--- src/rtl/regfile_pkg.sv ---
// Shared constants, state type and address-width helper for the multi-port register file.
package regfile_pkg;

  localparam int unsigned XLEN_DEFAULT  = 32;
  localparam int unsigned NREGS_DEFAULT = 32;

  typedef enum logic {
    RF_CLEAR,
    RF_READY
  } rf_state_t;

  // Address width for a register count; never narrower than one bit.
  function automatic int unsigned aw_of(input int unsigned nregs);
    return (nregs < 2) ? 1 : $clog2(nregs);
  endfunction

endpackage

--- src/rtl/regfile_clear_fsm.sv ---
// Clear sequencer: after reset, sweeps every register address once, writing zero,
// and holds busy high until the sweep completes.
module regfile_clear_fsm
  import regfile_pkg::*;
#(
  parameter int unsigned NREGS = NREGS_DEFAULT,
  localparam int unsigned AW = aw_of(NREGS)
) (
  input  logic          clk,
  input  logic          rst,
  output logic          busy,
  output logic          clr_we,
  output logic [AW-1:0] clr_addr
);

  localparam logic [AW-1:0] LastIdx = AW'(NREGS - 1);

  rf_state_t     state_q, state_d;
  logic [AW-1:0] idx_q, idx_d;

  // Next-state: advance the sweep index and leave CLEAR after the last address.
  always_comb begin
    state_d  = state_q;
    idx_d    = idx_q;
    clr_we   = 1'b0;
    clr_addr = idx_q;
    if (state_q == RF_CLEAR) begin
      clr_we = ~rst;
      idx_d  = idx_q + 1'b1;
      if (idx_q == LastIdx) begin
        state_d = RF_READY;
      end
    end
  end

  // State register; reset restarts the sweep from address 0 in any state.
  always_ff @(posedge clk) begin
    if (rst) begin
      state_q <= RF_CLEAR;
      idx_q   <= '0;
    end else begin
      state_q <= state_d;
      idx_q   <= idx_d;
    end
  end

  // busy is a direct decode of the state flop, so it changes only on clock edges.
  assign busy = (state_q == RF_CLEAR);

endmodule

--- src/rtl/regfile_mp.sv ---
// Multi-read-port integer register file with post-reset clear sweep.
// Optional write-to-read forwarding is enabled by defining REGFILE_MP_BYPASS_EN.
module regfile_mp
  import regfile_pkg::*;
#(
  parameter int unsigned XLEN  = XLEN_DEFAULT,
  parameter int unsigned NREGS = NREGS_DEFAULT,
  parameter int unsigned NRD   = 2,
  localparam int unsigned AW = aw_of(NREGS)
) (
  input  logic                clk,
  input  logic                rst,
  input  logic                we,
  input  logic [AW-1:0]       waddr,
  input  logic [XLEN-1:0]     wdata,
  input  logic [NRD*AW-1:0]   raddr,
  output logic [NRD*XLEN-1:0] rdata,
  output logic                busy
);

  logic            clr_we;
  logic [AW-1:0]   clr_addr;
  logic            user_we;
  logic            wr_en;
  logic [AW-1:0]   wr_addr;
  logic [XLEN-1:0] wr_data;

  logic [XLEN-1:0] regs_q [NREGS];
  logic [XLEN-1:0] regs_d [NREGS];

  regfile_clear_fsm #(
    .NREGS (NREGS)
  ) u_clear_fsm (
    .clk      (clk),
    .rst      (rst),
    .busy     (busy),
    .clr_we   (clr_we),
    .clr_addr (clr_addr)
  );

  // User writes only land in READY and never touch x0; the sweep owns the port while busy.
  assign user_we = we & ~busy & ~rst & (waddr != '0);
  assign wr_en   = clr_we | user_we;
  assign wr_addr = clr_we ? clr_addr : waddr;
  assign wr_data = clr_we ? '0 : wdata;

  // Storage next-state: single write port shared by the sweep and writeback.
  always_comb begin
    regs_d = regs_q;
    if (wr_en) begin
      regs_d[wr_addr] = wr_data;
    end
  end

  // Storage flops; no reset, contents are zeroed by the sweep instead.
  always_ff @(posedge clk) begin
    regs_q <= regs_d;
  end

`ifdef REGFILE_MP_BYPASS_EN
  logic fwd_en;
  assign fwd_en = we & ~busy & (waddr != '0);
`endif

  for (genvar i = 0; i < NRD; i++) begin : g_rd
    logic [AW-1:0]   ra;
    logic [XLEN-1:0] rd;

    assign ra = raddr[i*AW +: AW];

    // Read mux: busy and x0 force zero ahead of any forwarding.
    always_comb begin
      rd = regs_q[ra];
`ifdef REGFILE_MP_BYPASS_EN
      if (fwd_en && (waddr == ra)) begin
        rd = wdata;
      end
`endif
      if (busy || (ra == '0)) begin
        rd = '0;
      end
    end

    assign rdata[i*XLEN +: XLEN] = rd;
  end

endmodule

--- config.mk ---
export PLATFORM = sky130hd
export DESIGN_NAME = regfile_mp
export DESIGN_NICKNAME = d
export VERILOG_FILES = /design/src/rtl/regfile_pkg.sv /design/src/rtl/regfile_clear_fsm.sv /design/src/rtl/regfile_mp.sv
export SDC_FILE = /design/constraint.sdc
export NUM_CORES = 1
export LEC_CHECK = 0
export CAP_MARGIN = 20
export CORE_ASPECT_RATIO = 0.6
export CORE_MARGIN = 5
export CORE_UTILIZATION = 37
export DETAILED_ROUTE_END_ITERATION = 16
export GPL_TIMING_DRIVEN = 0
export PLACE_DENSITY = 0.6
export SETUP_SLACK_MARGIN = 0.05
export SYNTH_ARGS = -nofsm -noshare
export SYNTH_HDL_FRONTEND = slang
export SYNTH_SLANG_ARGS = --single-unit
--- constraint.sdc ---
create_clock -name clk -period 3.75 [get_ports clk]
set_input_delay 0.5625 -clock clk [delete_from_list [all_inputs] [get_ports clk]]
set_output_delay 0.5625 -clock clk [all_outputs]
set_load 0.02 [all_outputs]
==> results.md <==
Run status:
- The run finished, with violations left.
- The checks that failed: negative setup slack.

Finish:
- At the end of the flow, the number of nets in the layout was 3187.
- The area growth from synthesis to layout is 18.1%.
- With fillers left out, the area of the finished cells amounts to 0.0567 sq mm.
- The fraction of layout cells with a size suffix above 1 is 24.8%.
- Excluding fillers, the count of instances in the completed layout stands at 4927.

STA:
- The final critical-path required period is 3.82 ns.
- Setup violations remaining at the end of the flow were counted as 4.
- Adding up every negative setup slack in the final design gives -0.114 ns.
- The final critical path takes up 102% of the cycle.
- The number of max-slew violations in the final report was 0.
- The slack of the critical path is -0.0664 ns.
- The final-report hold violation count was 0.
- The slew of the pin with the lowest slew margin is 1.10 ns.
- The relative slew slack is 26.7%.
- The tightest hold path in the finished design has a slack of 0.588 ns.
- The worst-case clock skew is 0.0142 ns.
- For this run, the top clock speed supported by timing is 262 MHz.
- Setup repair after global routing could not meet its margin everywhere.

Flow run:
- The count of max-cap constraint violations is 0.

Placement:
- Port buffering added 111 buffers.
- The placed wire-length estimate after detailed placement is 132000 microns.
- The placed instances occupy a cell area of 0.0529 sq mm.
- Once placement completed, the tool counted placed cells totaling 4749.
- At the end of routability-driven placement, the weighted congestion stood at 0.958.

Global routing:
- The number of antenna violations at the first check in global routing is 4.
- Entering global routing, the biggest net connects 30 pins.
- The remaining global-route overflow is 0.
- The via count of the first global-routing pass is 30219.
- The global-route usage over all layers is 25.7%.
- The first global-routing pass estimated 243000 microns of wire.

Worst setup path:
- For the worst setup path, the data arrival time is 3.25 ns.
- The launching point of the worst reg2reg path is u_clear_fsm.state_q.
- The critical path is of the in -> out type.
- STA classifies the critical path startpoint as an input port.
- The number of cells on the worst reg-to-reg path is 7.
- The peak fanout along the critical path is 10.
- The last element of the critical path is rdata[32].
- The setup slack of the worst register-to-register path is 0.15 ns.
- The worst setup path is captured at an output pin.
- The critical path starts at raddr[7].
- The endpoint identified for the worst register-to-register timing path is regs_q[165].
- At the worst endpoint, the required time is 3.19 ns.

Routing:
- The uppermost layer routed is met4.
- The routed design has 181000 microns of wire.
- Before antenna repair, the detailed router went through 6 iterations.
- The remaining number of nets flagged by the antenna check after routing is 0.
- After detailed routing, the met3 layer carries 29600 microns of wire.
- After detailed routing, the average wire length per cell comes to 36.6 microns.
- The total DRC errors in the routed layout is 0.
- The detailed-route wire length on metal 1 is 74100 microns.
- The total number of vias is 31772.
- After detailed routing, the met2 layer carries 70600 microns of wire.
- The DRC violation total after the first TritonRoute iteration is 5890.
- Dividing the detail-routed via count by the number of cells gives 6.45.

Power:
- The total leakage power is 19.7 nW.
- The clock network burns 39.6% of the power.
- The net switching power is 5.87 mW.
- The sequential share of power is 51.8%.
- The areal power density over the cells is 436 mW/mm^2.
- The combinational group share of total power is 8.6%.
- Power comes to 24.7 mW.
- The fraction of power spent switching nets is 23.7%.
- The internal portion of the total power is 18.9 mW.
- IR analysis of the VDD net gives a maximum drop of 0.356 mV.

Synthesis:
- The Yosys warning count is 0.
- The number of unique standard cell types used by synthesis is 45.
- A synthesized cell averages 16.8 sq um.
- Synthesis inferred 1030 register bits.
- The synthesized instance count is 2854.
- When the netlist entered floorplanning its net count stood at 2906.
- After synthesis, the share of flip-flops with an asynchronous set or reset is 0%.
- The synthesized netlist occupies a cell area of 0.0480 sq mm.
- The number of enable-type register cells in the synthesized netlist is 1024.
- The proportion of synthesized chip area in sequential cells is 64.3%.
- The most used flip-flop cell after synthesis is sky130_fd_sc_hd__edfxtp_1.

Floorplan:
- The effective utilization at floorplan is 37.2%.
- The core box area is 0.129 sq mm.
- The number of primary I/O pins is 115.
- In this run the core area contains 102 standard-cell rows.
- The die outline width is 475 microns.
- The total die area is 0.137 sq mm.
- In this run the vertical extent of the chip is 289 microns.

Clocking:
- The root buffer cell is sky130_fd_sc_hd__clkbuf_16.
- The H-tree was split into 3 levels.
- The CTS tree is built.
- The sink count of the clock tree is 1030.
- The total clock buffers created by CTS is 93.
- For the worst-skew pair, the clock arrives at the later sink with an insertion delay of 0.69 ns.
- No sink is reached through more buffers than the 3 on the longest clock path.
- The clock-pin slew reported for the worst setup and hold paths after clock tree synthesis is 0.06 ns.

Worst hold path:
- The worst hold path belongs to the class reg -> reg.
-- placed cells by master, fill, tap and decap left out, types with 28 or more instances in the layout --
cell type / count
sky130_fd_sc_hd__edfxtp_1: 1024
sky130_fd_sc_hd__mux2i_1: 524
sky130_fd_sc_hd__a22oi_1: 251
sky130_fd_sc_hd__mux4_2: 250
sky130_fd_sc_hd__nand3_1: 129
sky130_fd_sc_hd__clkbuf_16: 95
sky130_fd_sc_hd__buf_4: 72
sky130_fd_sc_hd__nand2_1: 70
sky130_fd_sc_hd__nand4_1: 66
sky130_fd_sc_hd__a21oi_1: 65
sky130_fd_sc_hd__dlygate4sd2_1: 45
sky130_fd_sc_hd__clkdlybuf4s50_1: 43
sky130_fd_sc_hd__buf_8: 40
sky130_fd_sc_hd__clkbuf_2: 37
sky130_fd_sc_hd__buf_2: 36
sky130_fd_sc_hd__buf_6: 36
sky130_fd_sc_hd__nor2_4: 34
sky130_fd_sc_hd__buf_12: 33
sky130_fd_sc_hd__nor2b_2: 32
sky130_fd_sc_hd__and3_1: 29
sky130_fd_sc_hd__clkbuf_1: 28
-- stage by stage --
stage	setup WS, ns	utilization (%)
3_5_place_dp	-1.38	41.0
5_1_grt	-0.0296	44.0
4_1_cts	0.00358	43.9
2_1_floorplan	0.486	-
3_3_place_gp	-2.55	39.8
6_report	-0.0664	44.0
-- power by group through the flow --
stage	Sequential, mW	Clock, mW	Combinational, mW
detailed placement	13.1	0	1.99
finish	12.8	9.78	2.13
CTS	12.8	9.80	2.06
global placement	13.1	0	1.85
floorplan	13.1	0	1.12
global route	12.8	10.3	2.18
-- metal layers --
| metal | GRT usage (%) | vias up |
|---|---|---|
| met1 | 38.1 | 16482 |
| li1 | - | 12446 |
| met3 | 11.0 | 274 |
| met4 | 7.58 | 0 |
| met5 | 0 | - |
| met2 | 34.0 | 2570 |
-- sequential cells by signal, summed over array words and instances (netlist names) --
signal and cells:
regs_q 1024, u_clear_fsm.clr_addr 5, u_clear_fsm.state_q 1
-- worst max-delay path: stages --
cell and delay [ns]:
sky130_fd_sc_hd__clkdlybuf4s50_1 0.53, sky130_fd_sc_hd__buf_4 0.26, sky130_fd_sc_hd__nor2b_1 0.19, sky130_fd_sc_hd__clkbuf_2 0.28, sky130_fd_sc_hd__buf_4 0.33, sky130_fd_sc_hd__a21oi_1 0.12, sky130_fd_sc_hd__nand3_1 0.17, sky130_fd_sc_hd__nand4_1 0.33
sky130_fd_sc_hd__dlygate4sd2_1 0.44
-- synthesized netlist by cell type (29+ instances only) --
cell type                  instances  area share, %
sky130_fd_sc_hd__edfxtp_1       1024             64
sky130_fd_sc_hd__mux2i_1         524             11
sky130_fd_sc_hd__a22oi_1         277            4.3
sky130_fd_sc_hd__mux4_2          250             12
sky130_fd_sc_hd__nand3_1         130            1.4
sky130_fd_sc_hd__buf_2            94           0.98
sky130_fd_sc_hd__clkbuf_1         84           0.66
sky130_fd_sc_hd__nand2_1          70           0.55
sky130_fd_sc_hd__nand4_1          66           0.86
sky130_fd_sc_hd__a21oi_1          65           0.68
sky130_fd_sc_hd__nor2_1           48           0.38
sky130_fd_sc_hd__nor2b_1          41           0.53
sky130_fd_sc_hd__buf_4            38           0.59
sky130_fd_sc_hd__and3_1           29           0.38
-- final cells by class --
type	count	area, sq um
Sequential cell	1030	30900
Clock inverter	57	532
Tap cell	1716	2150
Buffer	222	1750
Multi-Input combinational cell	1597	16500
Timing Repair Buffer	190	2420
Inverter	1	7.51
Clock buffer	109	2430
Antenna cell	5	12.5
Fill cell	11244	72300
-- worst min path at each step --
stage | startpoint | to | slack [ns] | depth (start not counted)
2_1_floorplan | u_clear_fsm.clr_addr[1] | u_clear_fsm.clr_addr[1] | 0.53 | 2
6_report | u_clear_fsm.clr_addr[0] | u_clear_fsm.clr_addr[0] | 0.59 | 2
5_1_grt | u_clear_fsm.clr_addr[0] | u_clear_fsm.clr_addr[0] | 0.62 | 2
4_1_cts | u_clear_fsm.clr_addr[0] | u_clear_fsm.clr_addr[0] | 0.59 | 2
3_3_place_gp | u_clear_fsm.clr_addr[3] | u_clear_fsm.clr_addr[3] | 0.56 | 2
3_5_place_dp | u_clear_fsm.clr_addr[0] | u_clear_fsm.clr_addr[0] | 0.58 | 2
-- logic make-up after synthesis --
family                     synth area share, %
muxes                                     22.7
and+or+nand+nor                           4.64
AOI/OAI and AO/OA                         5.89
adders and majority gates               0.0521
xor gates and xnor gates                0.0547
DFF                                       64.3
buffers and inverters                     2.43
-- what timing repair did --
item / 4_1_cts / 5_1_grt
pin swaps: 24 / 10
buffers inserted: 9 / 2
hold buffers: 0 / 0
setup endpoints to repair: 64 / 39
gates resized for setup: 335 / 57
gates cloned: 0 / 0
No activity file was read; power rests on OpenSTA's default activity.
